--- src/rtl/div_unit.sv ---
// Multi-cycle signed 32-bit divider with MIPS DIV semantics.
// Restoring shift-subtract on operand magnitudes, one quotient bit per cycle, then sign fix-up.
module div_unit (
  input  logic        clk,
  input  logic        reset,
  input  logic        DivCtrl,
  input  logic [31:0] A,
  input  logic [31:0] B,
  output logic [31:0] Hi,
  output logic [31:0] Lo,
  output logic        DivZero,
  output logic        busy,
  output logic        done
);

  typedef enum logic [1:0] {
    IDLE = 2'd0,
    RUN  = 2'd1,
    FIX  = 2'd2,
    DONE = 2'd3
  } state_t;

  state_t      state;
  logic [31:0] quo;
  logic [31:0] dvsr;
  logic [32:0] rem;
  logic [5:0]  cnt;
  logic        sign_a;
  logic        sign_q;

  logic [33:0] shifted;
  logic [33:0] diff;
  logic [32:0] rem_next;
  logic [31:0] quo_next;

  // 0x80000000 maps to the unsigned magnitude 2^31, which fits in 32 bits
  function automatic logic [31:0] mag(input logic [31:0] v);
    return v[31] ? (32'd0 - v) : v;
  endfunction

  function automatic logic [31:0] neg_if(input logic s, input logic [31:0] v);
    return s ? (32'd0 - v) : v;
  endfunction

  // One restoring step: shift in the next dividend bit and subtract if it fits
  always_comb begin
    shifted = {rem, quo[31]};
    diff    = shifted - {2'b00, dvsr};
    if (diff[33]) begin
      rem_next = shifted[32:0];
      quo_next = {quo[30:0], 1'b0};
    end else begin
      rem_next = diff[32:0];
      quo_next = {quo[30:0], 1'b1};
    end
  end

  // Control FSM with registered outputs and datapath registers
  always_ff @(posedge clk or negedge reset) begin
    if (!reset) begin
      state   <= IDLE;
      quo     <= 32'd0;
      dvsr    <= 32'd0;
      rem     <= 33'd0;
      cnt     <= 6'd0;
      sign_a  <= 1'b0;
      sign_q  <= 1'b0;
      Hi      <= 32'd0;
      Lo      <= 32'd0;
      DivZero <= 1'b0;
      busy    <= 1'b0;
      done    <= 1'b0;
    end else begin
      case (state)
        IDLE: begin
          done    <= 1'b0;
          DivZero <= 1'b0;
          if (DivCtrl) begin
            if (B == 32'd0) begin
              DivZero <= 1'b1;
            end else begin
              quo    <= mag(A);
              dvsr   <= mag(B);
              rem    <= 33'd0;
              sign_a <= A[31];
              sign_q <= A[31] ^ B[31];
              cnt    <= 6'd0;
              busy   <= 1'b1;
              state  <= RUN;
            end
          end
        end
        RUN: begin
          rem <= rem_next;
          quo <= quo_next;
          cnt <= cnt + 6'd1;
          if (cnt == 6'd31) begin
            state <= FIX;
          end
        end
        FIX: begin
          Lo    <= neg_if(sign_q, quo);
          Hi    <= neg_if(sign_a, rem[31:0]);
          busy  <= 1'b0;
          done  <= 1'b1;
          state <= DONE;
        end
        DONE: begin
          done  <= 1'b0;
          state <= IDLE;
        end
        default: begin
          busy    <= 1'b0;
          done    <= 1'b0;
          DivZero <= 1'b0;
          state   <= IDLE;
        end
      endcase
    end
  end

endmodule

--- config.mk ---
export PLATFORM = sky130hd
export DESIGN_NAME = div_unit
export DESIGN_NICKNAME = d
export VERILOG_FILES = /design/src/rtl/div_unit.sv
export SDC_FILE = /design/constraint.sdc
export NUM_CORES = 1
export LEC_CHECK = 0
export BUFFER_PORTS_ARGS = -buffer_cell sky130_fd_sc_hd__buf_2
export CAP_MARGIN = 20
export CORE_MARGIN = 1
export CORE_UTILIZATION = 36
export CTS_CLUSTER_SIZE = 20
export DETAILED_ROUTE_END_ITERATION = 10
export PLACE_DENSITY = 0.61
export SLEW_MARGIN = 20
export SYNTH_ARGS = -nofsm -noshare
export SYNTH_HDL_FRONTEND = slang
export SYNTH_SLANG_ARGS = --single-unit
--- constraint.sdc ---
create_clock -name clk -period 5.4 [get_ports clk]
set_clock_uncertainty 0.05 [all_clocks]
set_input_delay 1.62 -clock clk [delete_from_list [all_inputs] [get_ports clk]]
set_output_delay 1.62 -clock clk [all_outputs]
set_load 0.01 [all_outputs]
==> impl_metrics.tcl, run 1 <==
set metrics [dict create \
    status "finished, final reports clean" \
    die_area_um2 33100 \
    whs_ps 430 \
    slowest_delay_ps 520 \
    hp-start "dvsr[27]" \
    grtUsageMet1 0.276 \
    die_x_um 182 \
    synth_edf_count 0 \
    grt.busiest_layer "met2" \
    fillCellCount 3212 \
    hold_depth 2 \
    endpoint_kind "register" \
    dominantRegCellSynth "dfrtp_1" \
    worstSetupPathType "primary input to register" \
    wl_per_cell_um 16.6 \
    finish.instance_area_um2 13300 \
    met3_usage 0.0227 \
    yosysUniqueCellTypes 62 \
    p_total_mw 9.33 \
    ff2ff_path_depth 12 \
    ant_nets 0 \
    clk_latency_ps 440 \
    final_cell_mix "174 x dfrtp_1, 158 x nand2_1, 132 x buf_2" \
    via_per_inst 5.46 \
    power_frac_seq 0.286 \
    worstPathArrival_ps 4620 \
    cts_tree "yes" \
    postCtsSetupRepairBufs 0 \
    cts_buffers 17 \
    synth_seq_area_share 0.373 \
    crit_cells 11 \
    core-area_um2 31700 \
    post-route-period-util 0.807 \
    reg2reg_setup_slack_ps 1370 \
    comb_power_share 0.569 \
    grt_max_degree 104 \
    vdd_ir_drop_max_v 0.000282 \
    netlist_instances 1380 \
    tns_ps 0 \
    ys_async_sr_fraction 1.00 \
    avgSynthCellArea_um2 8.46 \
    dr.pass1.iters 5 \
    fin_util 0.420 \
    place_ws_ps 637 \
    yosysWarningCount 0 \
    grt_pass1_wl_mm 50.5 \
    net-switching-power_mw 4.41 \
    wl_mm 31.2 \
    syn2layout_area_growth_pct 14.1 \
    ctsResizeCount 0 \
    worstPathRequired_ps 5660 \
    initial_core_util 0.368 \
    dp.cells 1844 \
    synth.net_count 1490 \
    drc 0 \
    final_max_slew_viol_count 0 \
    synth-seq-cells 174 \
    grt_antenna_before_repair 0 \
    seq_area_um2 4350 \
    gr-total-overflow 0 \
    drtIter0Drc 766 \
    r2r-start "quo[31]" \
    finalSetupViolCount 0 \
    p_per_area_nw_per_um2 701 \
    maxCapViolCount 0 \
    swShare 0.472 \
    fp.dieH_um 182 \
    max_freq_mhz 230 \
    gp_congestion 0.899 \
    cts_hold_buf 0 \
    clockPowerShare 0.145 \
    tightest_slew_ps 1060 \
    grt_pass1_vias 9444 \
    r2r_end "rem[26]" \
    hold_path_class "register to register" \
    nets 1571 \
    vias 10200 \
    crit_family "simple AND/OR/NAND/NOR gates" \
    p_leak_nw 5.72 \
    antenna_cells 0 \
    layout-drive-gt1-share 0.144 \
    max_slew_margin 0.296 \
    layout.cells.non_filler 1876 \
    dpl_cell_area_um2 12700 \
    hpwlAfterDp_mm 22.9 \
    start_kind "primary input" \
    p_int_mw 4.92 \
    met2_usage 0.295 \
    multiInputGateArea_um2 6830 \
    std_cell_rows 65 \
    rsz0062_at_grt "no" \
    ios 134 \
    io_buffers 133 \
    hold_viol 0 \
    htree_levels 4 \
    holdPathEnd "dvsr[27]" \
    clk_pin_slew_ps 70 \
    crit_path_top_delay_cell "nor4_1" \
    finalCriticalPeriod_ps 4360 \
    netlist_area_um2 11700 \
    grt_usage 0.190 \
    cts_sinks 174 \
    cts_buffer_depth 2 \
    final_common_cell "dfrtp_1" \
    fin_ws_ps 1040 \
    cp_max_fo 15 \
    worst-path-buf-inv 2 \
    crit_chain "buf_2 > inv_1 > ha_1 > or3b_2 > nor4_1 > a41oi_2 > nand2b_1 > and2_0 > nand2_1 > nor2_1 > a221o_1" \
    cts-root-buf "clkbuf_16" \
]
==> final cells by class <==
class,count,share of cell area
Clock buffer,18,0.0330
Clock inverter,14,0.0153
Inverter,57,0.0161
Multi-Input combinational cell,1066,0.513
Sequential cell,174,0.327
Tap cell,402,0.0378
Timing Repair Buffer,145,0.0581
==> state kept, by name, indices dropped and copies added (netlist names) <==
name and cells:
dvsr 32, sign_a 1, state 2, rem 33
Hi 32, Lo 32, sign_q 1, DivZero 1
busy 1, quo 32, cnt 6, done 1
==> worst max-delay path by stage <==
stage	end	startpoint	slack (ps)
2_1_floorplan	quo[29]	A[1]	1070
3_3_place_gp	rem[11]	B[0]	720
3_5_place_dp	rem[25]	B[0]	640
4_1_cts	rem[25]	B[0]	1100
5_1_grt	rem[25]	B[0]	840
6_report	rem[25]	B[0]	1040
==> cells by family after synthesis <==
logic type / after synthesis / share of synthesized area
adders and majority gates: 43 / 0.0468
and+or+nand+nor: 412 / 0.166
DFF: 174 / 0.373
xor gates and xnor gates: 144 / 0.108
buffers and inverters: 140 / 0.0452
muxes: 47 / 0.0421
AOI/OAI and AO/OA: 420 / 0.219
==> cells in the mapped netlist (17+ instances only) <==
library cell / instances / share of area
a21oi_1: 125 / 0.054
clkbuf_1: 76 / 0.024
dfrtp_1: 174 / 0.37
ha_1: 42 / 0.045
inv_1: 56 / 0.018
mux2_2: 17 / 0.016
mux2i_1: 30 / 0.026
nand2_1: 158 / 0.051
nand3_1: 19 / 0.0081
nor2_1: 107 / 0.034
o21ai_0: 131 / 0.056
o22ai_1: 28 / 0.015
o31ai_1: 35 / 0.023
o41ai_1: 19 / 0.014
xnor2_1: 52 / 0.039
xor2_1: 92 / 0.069
==> power by group through the flow <==
stage | sequential, mW | clock, mW | combinational (mW)
floorplan | 2.50 | 0 | 3.96
global placement | 2.67 | 0 | 5.21
detailed placement | 2.68 | 0 | 5.28
CTS | 2.67 | 1.39 | 5.30
global route | 2.77 | 1.44 | 5.94
finish | 2.67 | 1.35 | 5.31
==> routing by layer <==
layer  share of wire  up-vias
met1            0.49     4871
met4           0.014        0
met3           0.044       25
li1                -     5080
met5               0        -
met2            0.45      270
==> worst min-delay path, stage by stage, from the launching register on <==
cell and delay [ps]:
dfrtp_1 340, nand2_1 40, o21ai_0 60
No activity file was read; power rests on OpenSTA's default activity.
==> run 2: changes to the inputs <==
--- a/config.mk
+++ b/config.mk
@@ -5,13 +5,14 @@
 export SDC_FILE = /design/constraint.sdc
 export NUM_CORES = 1
 export LEC_CHECK = 0
+export ABC_AREA = 1
 export BUFFER_PORTS_ARGS = -buffer_cell sky130_fd_sc_hd__buf_2
 export CAP_MARGIN = 20
 export CORE_MARGIN = 1
 export CORE_UTILIZATION = 36
 export CTS_CLUSTER_SIZE = 20
 export DETAILED_ROUTE_END_ITERATION = 10
-export PLACE_DENSITY = 0.61
+export PLACE_DENSITY = 0.62
 export SLEW_MARGIN = 20
 export SYNTH_ARGS = -nofsm -noshare
 export SYNTH_HDL_FRONTEND = slang
==> constraint.sdc (replaced) <==
create_clock -name clk -period 3.6 [get_ports clk]
set_clock_uncertainty 0.05 [all_clocks]
set_input_delay 1.08 -clock clk [delete_from_list [all_inputs] [get_ports clk]]
set_output_delay 1.08 -clock clk [all_outputs]
set_load 0.01 [all_outputs]
==> run 2 against run 1 <==
Compared with the run above:
- combinational power grew 73%
- critical path depth grew 1
- global-route usage grew 4.2 points
- worst setup slack lost 340 ps
- final cell count grew 43%
- first-iteration DRC count grew 30%
- register-to-register slack lost 670 ps
- die area grew 16%
- design area grew 14%
- clock power grew 45%
- sequential cell count is the same
- critical endpoint is now rem[10]
- largest cell class unchanged
- largest power group unchanged
==> impl_metrics.tcl, run 2 <==
set metrics [dict create \
    worstPathRequired_ps 3940 \
    ios 134 \
    tns_ps 0 \
    synth-compound-area-share 0.0802 \
    synth.net_count 2198 \
    initial_core_util 0.367 \
    ff2ff_path_depth 12 \
    layout-drive-gt1-share 0.107 \
    vdd_ir_drop_max_v 0.000390 \
    max_slew_margin 0.351 \
    antenna_cells 0 \
    final_cell_mix "691 x nand2_1, 285 x inv_1, 230 x nand3_1" \
    grt_pass1_wl_mm 69.5 \
    r2r-start "rem[19]" \
    syn2layout_area_growth_pct 12.8 \
    post-route-period-util 0.805 \
    grt_pass1_vias 12800 \
    synthSimpleGateAreaFrac 0.384 \
    via_per_inst 5.08 \
    hold_path_class "register to register" \
    fillCellCount 3981 \
    clk_pin_slew_ps 80 \
    gr-total-overflow 0 \
    netlist_area_um2 13500 \
    wl_per_cell_um 16.1 \
    hp-start "Hi[30]" \
    final_common_cell "nand2_1" \
    cts_tree "yes" \
    hold_viol 0 \
    cts-root-buf "clkbuf_16" \
    core-area_um2 36800 \
    grt_antenna_before_repair 0 \
    finalSetupViolCount 0 \
    avgSynthCellArea_um2 6.47 \
    ctsResizeCount 0 \
    status "finished, final reports clean" \
    fin_util 0.414 \
    hpwlAfterDp_mm 34.1 \
    gp_congestion 0.957 \
    rsz0062_at_grt "no" \
    r2r_end "rem[10]" \
    cts_buffer_depth 2 \
    yosysUniqueCellTypes 43 \
    grt_max_degree 100 \
    synthMuxAreaShare 0 \
    synth_top_family_by_area "simple AND/OR/NAND/NOR gates" \
    synth.most_common_cell "nand2_1" \
    cp_max_fo 33 \
    die_x_um 196 \
    htree_levels 4 \
    fp.dieH_um 196 \
    top_register "rem" \
    dominantRegCellSynth "dfrtp_1" \
    cts_buffers 17 \
    io_buffers 133 \
    synth_seq_area_share 0.322 \
    final_max_slew_viol_count 0 \
    p_per_area_nw_per_um2 972 \
    maxCapViolCount 0 \
    finalCriticalPeriod_ps 2900 \
    synth_edf_count 0 \
    ys_async_sr_fraction 1.00 \
    vias 13600 \
    p_total_mw 14.8 \
    yosysWarningCount 0 \
    drtIter0Drc 998 \
    reg2reg_setup_slack_ps 700 \
    max_freq_mhz 345 \
    netlist_top_cells_count "691 x nand2_1, 285 x inv_1, 230 x nand3_1, 174 x dfrtp_1, 164 x nor2_1" \
    tightest_slew_ps 969 \
    p_leak_nw 8.16 \
    netlist.area_leader.share 0.322 \
    holdPathEnd "Hi[30]" \
    synth_fa_ha_area_frac 0.0404 \
    die_area_um2 38300 \
    worstPathArrival_ps 3240 \
    start_kind "register" \
    yosysTopAreaCell "dfrtp_1" \
    postCtsSetupRepairBufs 0 \
    largest_reg_flops 33 \
    worstSetupPathType "register to register" \
    synth-xor-area-share 0.0648 \
    endpoint_kind "register" \
    dpl_cell_area_um2 14600 \
    synth-seq-cells 174 \
    finish.instance_area_um2 15200 \
    ant_nets 0 \
    wl_mm 43.2 \
    drc 0 \
    hold_depth 2 \
    netlist_instances 2088 \
    synthTopCellsByArea "dfrtp_1 32%, nand2_1 19%, nand3_1 8.5%, inv_1 7.9%, xor2_1 4.8%" \
    dr.pass1.iters 5 \
    cts_sinks 174 \
    cts_hold_buf 0 \
    nets 2305 \
    std_cell_rows 70 \
    grt_usage 0.232 \
    clk_latency_ps 460 \
]
## run 2: cell count changes after synthesis, moves of 26 or more
| cell | previous run | this run |
|---|---|---|
| clkbuf_1 | 76 | 28 |
| xnor2_1 | 52 | 26 |
| o22ai_1 | 28 | 1 |
| o31ai_1 | 35 | 4 |
| mux2i_1 | 30 | 0 |
| nor2_1 | 107 | 164 |
| nand2_1 | 158 | 691 |
| nand3_1 | 19 | 230 |
| a21oi_1 | 125 | 36 |
| inv_1 | 56 | 285 |
## run 2: logic make-up after synthesis
logic type                 Yosys count
AOI/OAI and AO/OA                  201
DFF                                174
xor gates and xnor gates           100
adders and majority gates           43
buffers and inverters              362
and+or+nand+nor                   1208
## run 2: critical path, cell delays in order (launching register included)
cell and delay [ps]:
dfrtp_1 580, ha_1 370, nand2_1 110, inv_1 60, nand2_1 60, nand2_1 90
a21oi_2 190, nor2_1 90, nor2_4 150, nand3_2 580, nand3_1 320, nand3_1 100
nand2_1 80
## run 2: layout make-up
type | instances | area (um2) | area share
Timing Repair Buffer | 154 | 867 | 0.0569
Sequential cell | 174 | 4350 | 0.286
Tap cell | 468 | 586 | 0.0384
Multi-Input combinational cell | 1552 | 7700 | 0.505
Clock inverter | 14 | 176 | 0.0116
Inverter | 296 | 1110 | 0.0730
Clock buffer | 18 | 439 | 0.0288
## run 2: per-layer routing
metal / share of wire / global-route usage / wire (um) / up-vias
met2: 0.46 / 0.375 / 19700 / 374
met1: 0.48 / 0.323 / 20600 / 6348
li1: - / - / - / 6814
met4: 0.023 / 0.0729 / 1010 / 0
met5: 0 / 0 / 0 / -
met3: 0.045 / 0.0287 / 1940 / 56
## run 2: power by group
group	internal [mW]	switching, mW	leakage [nW]
combinational	3.06	6.12	5.66
clock	1.07	0.897	0.292
sequential	2.81	0.847	2.20
## run 2: through the flow
| stage | std cells | setup WS, ps | hold slack (ps) |
|---|---|---|---|
| global placement | 2644 | 488 | 411 |
| CTS | 2676 | 729 | 434 |
| finish | 2676 | 701 | 433 |
| detailed placement | 2644 | 394 | 414 |
| global route | 2676 | 485 | 453 |
| floorplan | 2088 | 1040 | 399 |
## run 2: worst max-delay path by stage
stage / from / endpoint / cells past startpoint
floorplan: B[0] / quo[14] / 14
global route: rem[19] / rem[23] / 12
global placement: B[0] / rem[2] / 14
finish: rem[19] / rem[10] / 12
CTS: rem[19] / rem[18] / 12
detailed placement: B[0] / quo[13] / 14
